**src/rtl/ns_pkg.sv**
```systemverilog
// ns_pkg: shared types and constants for the channel arbiter and the protocol model.
// Holds the arbiter state encoding, the agent-index width, the agent role indices
// and the rotating-priority distance helper used by the picker and the top.
package ns_pkg;

    typedef enum logic [1:0] {IDLE, GRANT, SNOOP, BUSY} arb_state_t;

    localparam int AGENT_IW       = 2;
    localparam int NUM_AGENTS_DEF = 3;
    localparam int INITIATOR_IDX  = 0;
    localparam int RESPONDER_IDX  = 1;
    localparam int INTRUDER_IDX   = 2;

    // Scan position of agent idx when the scan starts just after agent last.
    function automatic int rr_dist(input int idx, input int last, input int n);
        return idx > last ? idx - last - 1 : idx + n - last - 1;
    endfunction

endpackage

```
**src/rtl/ns_rr_pick.sv**
```systemverilog
// ns_rr_pick: combinational rotating-priority picker.
// Ports: req_i   - candidate request vector
//        last_i  - last granted index; scanning starts at last_i+1 mod NUM_AGENTS
//        idx_o   - first requesting index in scan order
//        found_o - at least one request present
module ns_rr_pick
    import ns_pkg::*;
#(
    parameter int NUM_AGENTS = NUM_AGENTS_DEF,
    parameter int MSB        = AGENT_IW - 1
) (
    input  logic [NUM_AGENTS-1:0] req_i,
    input  logic [MSB:0]          last_i,
    output logic [MSB:0]          idx_o,
    output logic                  found_o
);

    localparam int IW = MSB + 1;

    int best;

    always_comb begin
        best  = NUM_AGENTS;
        idx_o = '0;
        for (int i = 0; i < NUM_AGENTS; i++)
            if (req_i[i] && rr_dist(i, int'(last_i), NUM_AGENTS) < best) begin
                best  = rr_dist(i, int'(last_i), NUM_AGENTS);
                idx_o = IW'(i);
            end
        found_o = |req_i;
    end

endmodule

```
**src/rtl/ns_channel_arbiter.sv**
```systemverilog
// ns_channel_arbiter: round-robin scheduler for the single shared protocol channel.
// Optional snoop slot enabled by defining NS_CHANNEL_ARBITER_SNOOP_EN.
// Ports: clock_i/reset_i   - clock, asynchronous active-high reset
//        send_req_i        - per-agent send request
//        send_dst_i        - packed per-agent destination, agent i at [i*(MSB+1) +: MSB+1]
//        done_i            - per-agent consumption of the in-flight message
//        grant_valid_o     - one-cycle send grant
//        grant_src_o/dst_o - selected sender / destination (selectS / selectO)
//        chan_busy_o       - message in flight
//        drop_o            - one-cycle pulse when an undelivered message times out
//        req_err_o         - one-cycle pulse when an illegal request is skipped
//        snoop_valid_o     - intruder snoop slot
module ns_channel_arbiter
    import ns_pkg::*;
#(
    parameter int NUM_AGENTS  = NUM_AGENTS_DEF,
    parameter int MSB         = AGENT_IW - 1,
    parameter int TIMEOUT     = 6,
    parameter int TW          = 3
`ifdef NS_CHANNEL_ARBITER_SNOOP_EN
    , parameter int SNOOP_AGENT = INTRUDER_IDX
`endif
) (
    input  logic                          clock_i,
    input  logic                          reset_i,
    input  logic [NUM_AGENTS-1:0]         send_req_i,
    input  logic [NUM_AGENTS*(MSB+1)-1:0] send_dst_i,
    input  logic [NUM_AGENTS-1:0]         done_i,
    output logic                          grant_valid_o,
    output logic [MSB:0]                  grant_src_o,
    output logic [MSB:0]                  grant_dst_o,
    output logic                          chan_busy_o,
    output logic                          drop_o,
    output logic                          req_err_o,
    output logic                          snoop_valid_o
);

    localparam int IW = MSB + 1;

    arb_state_t            state_q;
    logic [MSB:0]          rr_last_q, grant_src_q, grant_dst_q;
    logic [TW-1:0]         timer_q;
    logic                  grant_valid_q, chan_busy_q, drop_q, req_err_q;
    logic [MSB:0]          dst_a [NUM_AGENTS];
    logic [NUM_AGENTS-1:0] legal;
    logic [MSB:0]          win_idx, ill_idx, dst_d;
    logic                  win_found, ill_found, req_err_d;

    always_comb begin
        for (int i = 0; i < NUM_AGENTS; i++) begin
            dst_a[i] = send_dst_i[i*IW +: IW];
            legal[i] = int'(dst_a[i]) != i && int'(dst_a[i]) < NUM_AGENTS;
        end
    end

    ns_rr_pick #(.NUM_AGENTS(NUM_AGENTS), .MSB(MSB)) u_pick_legal (
        .req_i  (send_req_i & legal),
        .last_i (rr_last_q),
        .idx_o  (win_idx),
        .found_o(win_found)
    );

    ns_rr_pick #(.NUM_AGENTS(NUM_AGENTS), .MSB(MSB)) u_pick_illegal (
        .req_i  (send_req_i & ~legal),
        .last_i (rr_last_q),
        .idx_o  (ill_idx),
        .found_o(ill_found)
    );

    assign dst_d = dst_a[win_idx];
    // An illegal requester only counts if the scan meets it before the winner.
    assign req_err_d = ill_found && (!win_found ||
        rr_dist(int'(ill_idx), int'(rr_last_q), NUM_AGENTS) <
        rr_dist(int'(win_idx), int'(rr_last_q), NUM_AGENTS));

`ifdef NS_CHANNEL_ARBITER_SNOOP_EN
    logic snoop_valid_q;
    assign snoop_valid_o = snoop_valid_q;
`else
    assign snoop_valid_o = 1'b0;
`endif

    // rr_last_q doubles as the latched sender for the whole transaction.
    always_ff @(posedge clock_i or posedge reset_i) begin
        if (reset_i) begin
            state_q       <= IDLE;
            rr_last_q     <= IW'(NUM_AGENTS - 1);
            grant_src_q   <= '0;
            grant_dst_q   <= '0;
            timer_q       <= '0;
            grant_valid_q <= 1'b0;
            chan_busy_q   <= 1'b0;
            drop_q        <= 1'b0;
            req_err_q     <= 1'b0;
`ifdef NS_CHANNEL_ARBITER_SNOOP_EN
            snoop_valid_q <= 1'b0;
`endif
        end else begin
            grant_valid_q <= 1'b0;
            drop_q        <= 1'b0;
            req_err_q     <= 1'b0;
`ifdef NS_CHANNEL_ARBITER_SNOOP_EN
            snoop_valid_q <= 1'b0;
`endif
            case (state_q)
                IDLE: begin
                    req_err_q <= req_err_d;
                    if (win_found) begin
                        state_q       <= GRANT;
                        rr_last_q     <= win_idx;
                        grant_src_q   <= win_idx;
                        grant_dst_q   <= dst_d;
                        grant_valid_q <= 1'b1;
                    end
                end
                GRANT: begin
                    chan_busy_q <= 1'b1;
`ifdef NS_CHANNEL_ARBITER_SNOOP_EN
                    if (int'(rr_last_q) != SNOOP_AGENT) begin
                        state_q       <= SNOOP;
                        snoop_valid_q <= 1'b1;
                        grant_src_q   <= IW'(SNOOP_AGENT);
                    end else
                        state_q <= BUSY;
`else
                    state_q <= BUSY;
`endif
                end
                SNOOP: begin
                    state_q     <= BUSY;
                    grant_src_q <= rr_last_q;
                end
                BUSY: begin
                    timer_q <= timer_q + 1'b1;
                    if (done_i[grant_dst_q]) begin
                        state_q     <= IDLE;
                        timer_q     <= '0;
                        chan_busy_q <= 1'b0;
                    end else if (timer_q == TW'(TIMEOUT - 1)) begin
                        state_q     <= IDLE;
                        timer_q     <= '0;
                        chan_busy_q <= 1'b0;
                        drop_q      <= 1'b1;
                    end
                end
            endcase
        end
    end

    assign grant_valid_o = grant_valid_q;
    assign grant_src_o   = grant_src_q;
    assign grant_dst_o   = grant_dst_q;
    assign chan_busy_o   = chan_busy_q;
    assign drop_o        = drop_q;
    assign req_err_o     = req_err_q;

endmodule

```
**config.mk**
```make
export PLATFORM = sky130hd
export DESIGN_NAME = ns_channel_arbiter
export DESIGN_NICKNAME = d
export VERILOG_FILES = /design/src/rtl/ns_pkg.sv /design/src/rtl/ns_rr_pick.sv /design/src/rtl/ns_channel_arbiter.sv
export SDC_FILE = /design/constraint.sdc
export NUM_CORES = 1
export LEC_CHECK = 0
export CAP_MARGIN = 20
export CELL_PAD_IN_SITES_DETAIL_PLACEMENT = 1
export CELL_PAD_IN_SITES_GLOBAL_PLACEMENT = 2
export CORE_MARGIN = 1.5
export CORE_UTILIZATION = 34
export DETAILED_ROUTE_END_ITERATION = 12
export HOLD_SLACK_MARGIN = 0.08
export PLACE_DENSITY_LB_ADDON = 0.1
export RECOVER_POWER = 100
export SETUP_SLACK_MARGIN = 0.4
export SYNTH_ARGS = -nofsm -noshare
export SYNTH_HDL_FRONTEND = slang
export SYNTH_SLANG_ARGS = --single-unit
```
**constraint.sdc**
```tcl
create_clock -name clock_i -period 8 [get_ports clock_i]
set_input_delay 2 -clock clock_i [delete_from_list [all_inputs] [get_ports clock_i]]
set_output_delay 2 -clock clock_i [all_outputs]
set_load 0.02 [all_outputs]
```
==> impl_metrics.yaml, run 1 <==
yosys:
  synth-edff-count: 0
  postSynthAreaPerCell_um2: 8.523
  async_reset_ff_share_pct: 100.0
  synth_top_area_share_pct: 34.46
  syn_area_mm2: 0.003486
  synthFlopType: "dfrtp_1"
  ys_warn_count: 0
  yosysUniqueCellTypes: 61
  synth_top_area_cell: "ha_1"
  ys_seq_elements: 15
  synth_cells: 409
  ys_top_cells_by_area: "ha_1 (34%), dfrtp_1 (10%), inv_1 (3.9%)"
  seq_area_frac_synth_pct: 10.80
cts:
  clock-sinks: 15
  clk_latency_ns: 0.25
  cts.reportedPaths.clkPinSlew_ns: 0.06
  cts_buffers: 3
  cts_tree: "yes"
  holdBufCountCts: 0
  clockBufferDepth: 2
  cts_root_buf: "clkbuf_8"
  h-tree-depth: 1
placement:
  place_congestion: 0.7725
  place.port_buffers: 21
  hpwl_um: 9715
drt:
  avgRoutedWirePerCell_um: 17.09
  drtAntennaViolNets: 0
  wl_um: 11570
  drc: 0
  dr.pass1.iters: 4
  via_per_inst: 5.350
  num_vias: 3622
  dr.first_iter.drc_count: 114
setup_path:
  critPathLaunchType: "input pin"
  required_ns: 8.18
  end_kind: "flop"
  crit_buf_inv: 6
  critPathTopFamily: "compound AO/OA/AOI/OAI gates"
  cpMaxStageDelayCell: "fa_1"
  worst-r2r-cell-count: 33
  crit_fanout: 11
  cp.depth: 34
  max_stage_delay_ns: 0.48
  arrival_ns: 8.43
  worstSetupPathType: "input pin to flop"
  cp_common_cell: "ha_1"
power:
  clkPwrFrac_pct: 3.5
  seqPwrFrac_pct: 7.2
  vdd_drop_max_mv: 0.2649
  intPower_mw: 0.9531
  finalPower_mw: 1.835
  p_comb_share_pct: 89.3
  power.leakage_nw: 2.450
  switching_power_mw: 0.8818
  netSwitchingFraction_pct: 48.06
  powerDensity_mw_per_mm2: 363.4
floorplan:
  start_util_pct: 35.34
  rows: 36
  die_w_um: 104.3
  num_io_pins: 23
  die_area_mm2: 0.01087
  coreArea_mm2: 0.009864
  die_h_um: 104.3
global_routing:
  grtUsageMet3_pct: 1.880
  grt.total_usage_pct: 22.04
  use_met1_pct: 28.98
  antenna_found_initial: 0
  grt_pass1_wl_um: 19580
  grt_pass1_vias: 3960
  grt_overflow: 0
  grt_max_degree: 16
  met2_usage_pct: 40.30
  top_usage_layer: "met2"
timing:
  finalWorstSetupSlack_ns: -0.2546
  min_period_ns: 8.255
  rsz0062_at_grt: "true"
  slew_violations: 0
  setup_viol: 1
  timing.final.crit_share_pct: 103.2
  fmax_ghz: 0.1211
  hold_violations: 0
  tightest_slew_ns: 0.6064
  skew_ns: 0.004329
  setup_tns_ns: -0.2546
  maxSlewHeadroom_pct: 59.53
flow_run:
  max_cap_viol_count: 0
cells_and_area:
  nFillCells: 1184
  fin_nets: 659
  drive_gt1_share_pct: 32.90
  num_antenna_cells: 0
  area_growth_pct: 44.87
  fin_util_pct: 51.19
hold_path:
  hold_path_depth: 2
  min-delay-path-class: "flop to flop"
status:
  status: "finished, violations left"
  violations: "setup timing"
## cell usage after synthesis (4+ instances only)
| library cell | instances |
|---|---|
| a211oi_1 | 6 |
| a21o_1 | 13 |
| a21oi_1 | 24 |
| a31oi_1 | 5 |
| a32oi_1 | 4 |
| and3_1 | 8 |
| clkbuf_1 | 5 |
| dfrtp_1 | 14 |
| fa_1 | 4 |
| ha_1 | 96 |
| inv_1 | 36 |
| mux2_2 | 4 |
| mux2i_1 | 12 |
| nand2_1 | 32 |
| nand2b_1 | 6 |
| nand3_1 | 10 |
| nand4_1 | 4 |
| nor2_1 | 20 |
| nor2b_1 | 5 |
| nor3_1 | 9 |
| nor3b_1 | 4 |
| o21a_1 | 11 |
| o21ai_0 | 18 |
## layer usage
metal  wire, um  vias up  part of all wire [%]
li1           -     1812                     -
met1       5562     1767                    48
met2       5710       37                    49
met3        237        6                   2.0
met4         60        0                  0.52
met5          0        -                     0
## worst paths after layout
check	slack, ns	startpoint	endpoint
max	-0.25	send_dst_i[0]	req_err_o
min in group asynchronous	2.27	reset_i	timer_q[1]
max in group asynchronous	5.33	reset_i	req_err_o
max reg2reg	0.48	rr_last_q[1]	req_err_o
min reg2reg	0.51	grant_src_o[0]	grant_src_o[0]
min	0.51	grant_src_o[0]	grant_src_o[0]
## flip-flops by register name, summed over array words and instances (netlist names)
| signal | flops |
|---|---|
| timer_q | 3 |
| grant_dst_o | 2 |
| grant_src_o | 2 |
| rr_last_q | 2 |
| state_q | 2 |
| chan_busy_o | 1 |
| drop_o | 1 |
| grant_valid_o | 1 |
| req_err_o | 1 |
## worst reg2reg max path, delay by kind of cell, from the launching register on
family / cells / cell delay (ns)
and+or+nand+nor: 7 / 1.69
adders and majority gates: 9 / 2.46
DFF: 1 / 0.53
buffers and inverters: 3 / 0.39
muxes: 2 / 0.49
AOI/OAI and AO/OA: 12 / 1.89
## layout make-up
type	count	area, um2	area share [%]
Clock buffer	3	41.29	0.8176
Timing Repair Buffer	133	1056	20.91
Clock inverter	1	5.005	0.09911
Multi-Input combinational cell	356	3262	64.59
Inverter	36	142.6	2.825
Tap cell	133	166.4	3.295
Sequential cell	15	376.6	7.458
## logic make-up (layout without fill, tap and decap cells)
kind of cell / count (synthesis) / in the layout / synth area share [%]
multiplexers: 17 / 17 / 5.169
flip-flops: 15 / 15 / 10.80
buffers and inverters: 42 / 173 / 4.630
AND/OR/NAND/NOR: 111 / 111 / 15.97
XOR/XNOR: 2 / 2 / 0.7180
AO/OA/AOI/OAI: 120 / 120 / 25.74
adder cells (fa/ha/maj): 100 / 100 / 36.76
other: 2 / 6 / 0.2154
## placed cells by master, fill, tap and decap left out, drive strengths merged, types with 3 or more instances in the layout
cell type      instances
buf                  113
ha                    96
inv                   36
nand2                 32
a21oi                 24
nor2                  20
o21ai                 18
dfrtp                 14
a21o                  13
mux2i                 12
dlygate4sd3           11
o21a                  11
nand3                 10
nor3                  10
and3                   8
clkdlybuf4s50          7
nand2b                 6
conb                   6
a211oi                 6
a31oi                  5
nor2b                  5
mux2                   5
a2111oi                5
nor3b                  4
nand4                  4
a32oi                  4
fa                     4
clkbuf                 4
a31o                   3
a211o                  3
o211ai                 3
o31ai                  3
or3                    3
## power by group through the flow
stage          combinational [mW]  sequential (mW)  clock [mW]
2_1_floorplan               0.916            0.154           0
3_3_place_gp                 1.46            0.132           0
3_5_place_dp                 1.53            0.135           0
4_1_cts                      1.60            0.134      0.0644
5_1_grt                      1.84            0.138      0.0670
6_report                     1.64            0.133      0.0637
## metrics by stage
step           hold WS [ns]  cell area, um2  std cells  worst slack [ns]
2_1_floorplan        0.4892            3677        413           0.01300
3_3_place_gp         0.4986            4738        657            -1.093
3_5_place_dp         0.4981            4738        657            -1.159
4_1_cts              0.5121            4971        673           -0.3669
5_1_grt              0.5379            5050        677           -0.5855
6_report             0.5078            5050        677           -0.2546
## repair_timing
item                       4_1_cts  5_1_grt
pin swaps                       19       16
cloned                           0        0
setup buffers                   12        4
resized for setup               31       11
setup endpoints to repair        1        1
(Power assumes the default switching activity.)
==> run 2: changes to the inputs <==
Settings changed: GPL_TIMING_DRIVEN from default to 0.
==> run 2 against run 1 <==
- the flow still finishes with violations (setup timing)
- first-iteration DRC count fell by 8.8%
- via count fell by 9.3%
- flip-flop and latch count did not move
- highest routed layer unchanged
- cell area decreased by 7.0%
- power decreased by 8.4%
- critical endpoint unchanged
- register-to-register slack worse by 0.55 ns
- critical path type unchanged
- global-route usage fell by 2.4 points
- largest power group unchanged
- routed wire length down 8.6%
==> impl_metrics.yaml, run 2 (synthesis results as in run 1) <==
cells_and_area:
  final_cell_mix: "ha_1 (78), inv_1 (32), nand2_1 (27), buf_4 (22), nor2_1 (18)"
  nFillCells: 1126
  fin_nets: 576
  drive_gt1_share_pct: 25.60
  largest_register_ff_count: 3
  area_growth_pct: 34.75
  regArea_um2: 376.6
  final_cells: 594
  multi_input_area_mm2: 0.003472
  mostFrequentLayoutCell: "ha_1"
  final_cell_area_mm2: 0.004697
  fin_util_pct: 47.62
  top_register: "timer_q"
  num_antenna_cells: 0
timing:
  setup_viol: 1
  timing.final.crit_share_pct: 103.7
  maxSlewHeadroom_pct: 56.50
  skew_ns: 0.002082
  fmax_ghz: 0.1205
  rsz0062_at_grt: "true"
  hold_violations: 0
  min_period_ns: 8.296
  setup_tns_ns: -0.2958
  fin_worst_hold_slack_ns: 0.4989
  tightest_slew_ns: 0.6475
  slew_violations: 0
  finalWorstSetupSlack_ns: -0.2958
power:
  powerDensity_mw_per_mm2: 357.7
  netSwitchingFraction_pct: 51.71
  seqPwrFrac_pct: 8.6
  vdd_drop_max_mv: 0.2865
  clkPwrFrac_pct: 3.8
  power.leakage_nw: 2.087
  finalPower_mw: 1.680
  switching_power_mw: 0.8687
  p_comb_share_pct: 87.6
  intPower_mw: 0.8112
setup_path:
  crit_buf_inv: 5
  arrival_ns: 8.47
  critPathLaunchType: "input pin"
  crit_fanout: 8
  cp_common_cell: "ha_1"
  r2r-start: "rr_last_q[1]"
  worst-r2r-cell-count: 35
  max_stage_delay_ns: 0.59
  end_kind: "flop"
  required_ns: 8.17
  regToRegSetupSlack_ns: -0.07
  worstSetupPathType: "input pin to flop"
  cpMaxStageDelayCell: "fa_1"
  r2r-end: "req_err_o"
  critPathTopFamily: "adder cells"
flow_run:
  max_cap_viol_count: 0
drt:
  num_vias: 3286
  dr.pass1.iters: 4
  via_per_inst: 5.532
  avgRoutedWirePerCell_um: 17.80
  drtAntennaViolNets: 0
  drc: 0
  wl_um: 10580
  dr.first_iter.drc_count: 104
placement:
  dp_slack_ns: -1.794
  dpl.cell_count: 567
  place.port_buffers: 21
  place_congestion: 0.8161
  hpwl_um: 8363
  place_area_mm2: 0.004054
floorplan:
  rows: 36
  die_w_um: 104.3
  num_io_pins: 23
  die_h_um: 104.3
  coreArea_mm2: 0.009864
  start_util_pct: 35.34
  die_area_mm2: 0.01087
global_routing:
  grt_overflow: 0
  grt_max_degree: 16
  antenna_found_initial: 0
  grt.total_usage_pct: 19.64
  grt_pass1_vias: 3465
  grt_pass1_wl_um: 17400
hold_path:
  hold_path_depth: 2
  hold_start: "grant_src_o[0]"
  whs_endpoint: "grant_src_o[0]"
  min-delay-path-class: "flop to flop"
cts:
  cts_root_buf: "clkbuf_8"
  cts_buffers: 3
  clockBufferDepth: 2
  clk_latency_ns: 0.25
  holdBufCountCts: 0
  h-tree-depth: 1
  cts_tree: "yes"
  clock-sinks: 15
  cts.reportedPaths.clkPinSlew_ns: 0.06
status:
  violations: "setup timing"
  status: "finished, violations left"
## run 2: cell types whose count changed in the layout (fill, tap and decap cells not counted), moves of 3 or more
cell and change:
buf_4 -86, ha_1 -7, ha_2 +3, ha_4 +4, a21oi_1 -3
## run 2: worst max path at each step
stage / cells after the start / slack (ns) / startpoint / end
floorplan: 30 / 0.01 / send_dst_i[0] / req_err_o
global placement: 32 / -1.74 / send_dst_i[0] / req_err_o
detailed placement: 33 / -1.79 / send_dst_i[0] / req_err_o
CTS: 30 / -0.41 / send_dst_i[1] / req_err_o
global route: 33 / -0.65 / send_dst_i[0] / req_err_o
finish: 32 / -0.30 / send_dst_i[0] / req_err_o
## run 2: power groups by stage
stage	clock (mW)	sequential [mW]	combinational, mW
after global placement	0	0.145	1.21
after detailed placement	0	0.147	1.25
after global routing	0.0688	0.151	1.66
after CTS	0.0653	0.146	1.35
final	0.0633	0.145	1.47
after floorplan	0	0.154	0.916
## run 2: what timing repair did
action | CTS | global route
cloned | 1 | 0
setup buffers | 14 | 8
gates resized for setup | 54 | 44
pin swaps | 25 | 27
hold endpoints to repair | 0 | 0
setup endpoints to repair | 1 | 1
## run 2: routing by layer
layer	track usage (%)	part of all wire, %
met4	1.488	0.29
met5	0	0
met2	35.19	50
met3	1.504	1.1
met1	26.71	49
## run 2: cell type report
cell class                      instances  share of cell area (%)
Clock buffer                            4                  0.9590
Inverter                               36                   3.277
Tap cell                              133                   3.543
Buffer                                  6                   1.572
Timing Repair inverter                  1                  0.1865
Multi-Input combinational cell        356                   73.92
Sequential cell                        15                   8.018
Timing Repair Buffer                   43                   8.524
## run 2: worst register-to-register path, delay by kind of cell, from the launching register on
family	cells	cell delay, ns
buf+inv	4	0.47
mux	1	0.27
flops	1	0.69
compound gates	14	2.81
fa+ha+maj	9	2.82
simple gates	7	0.93
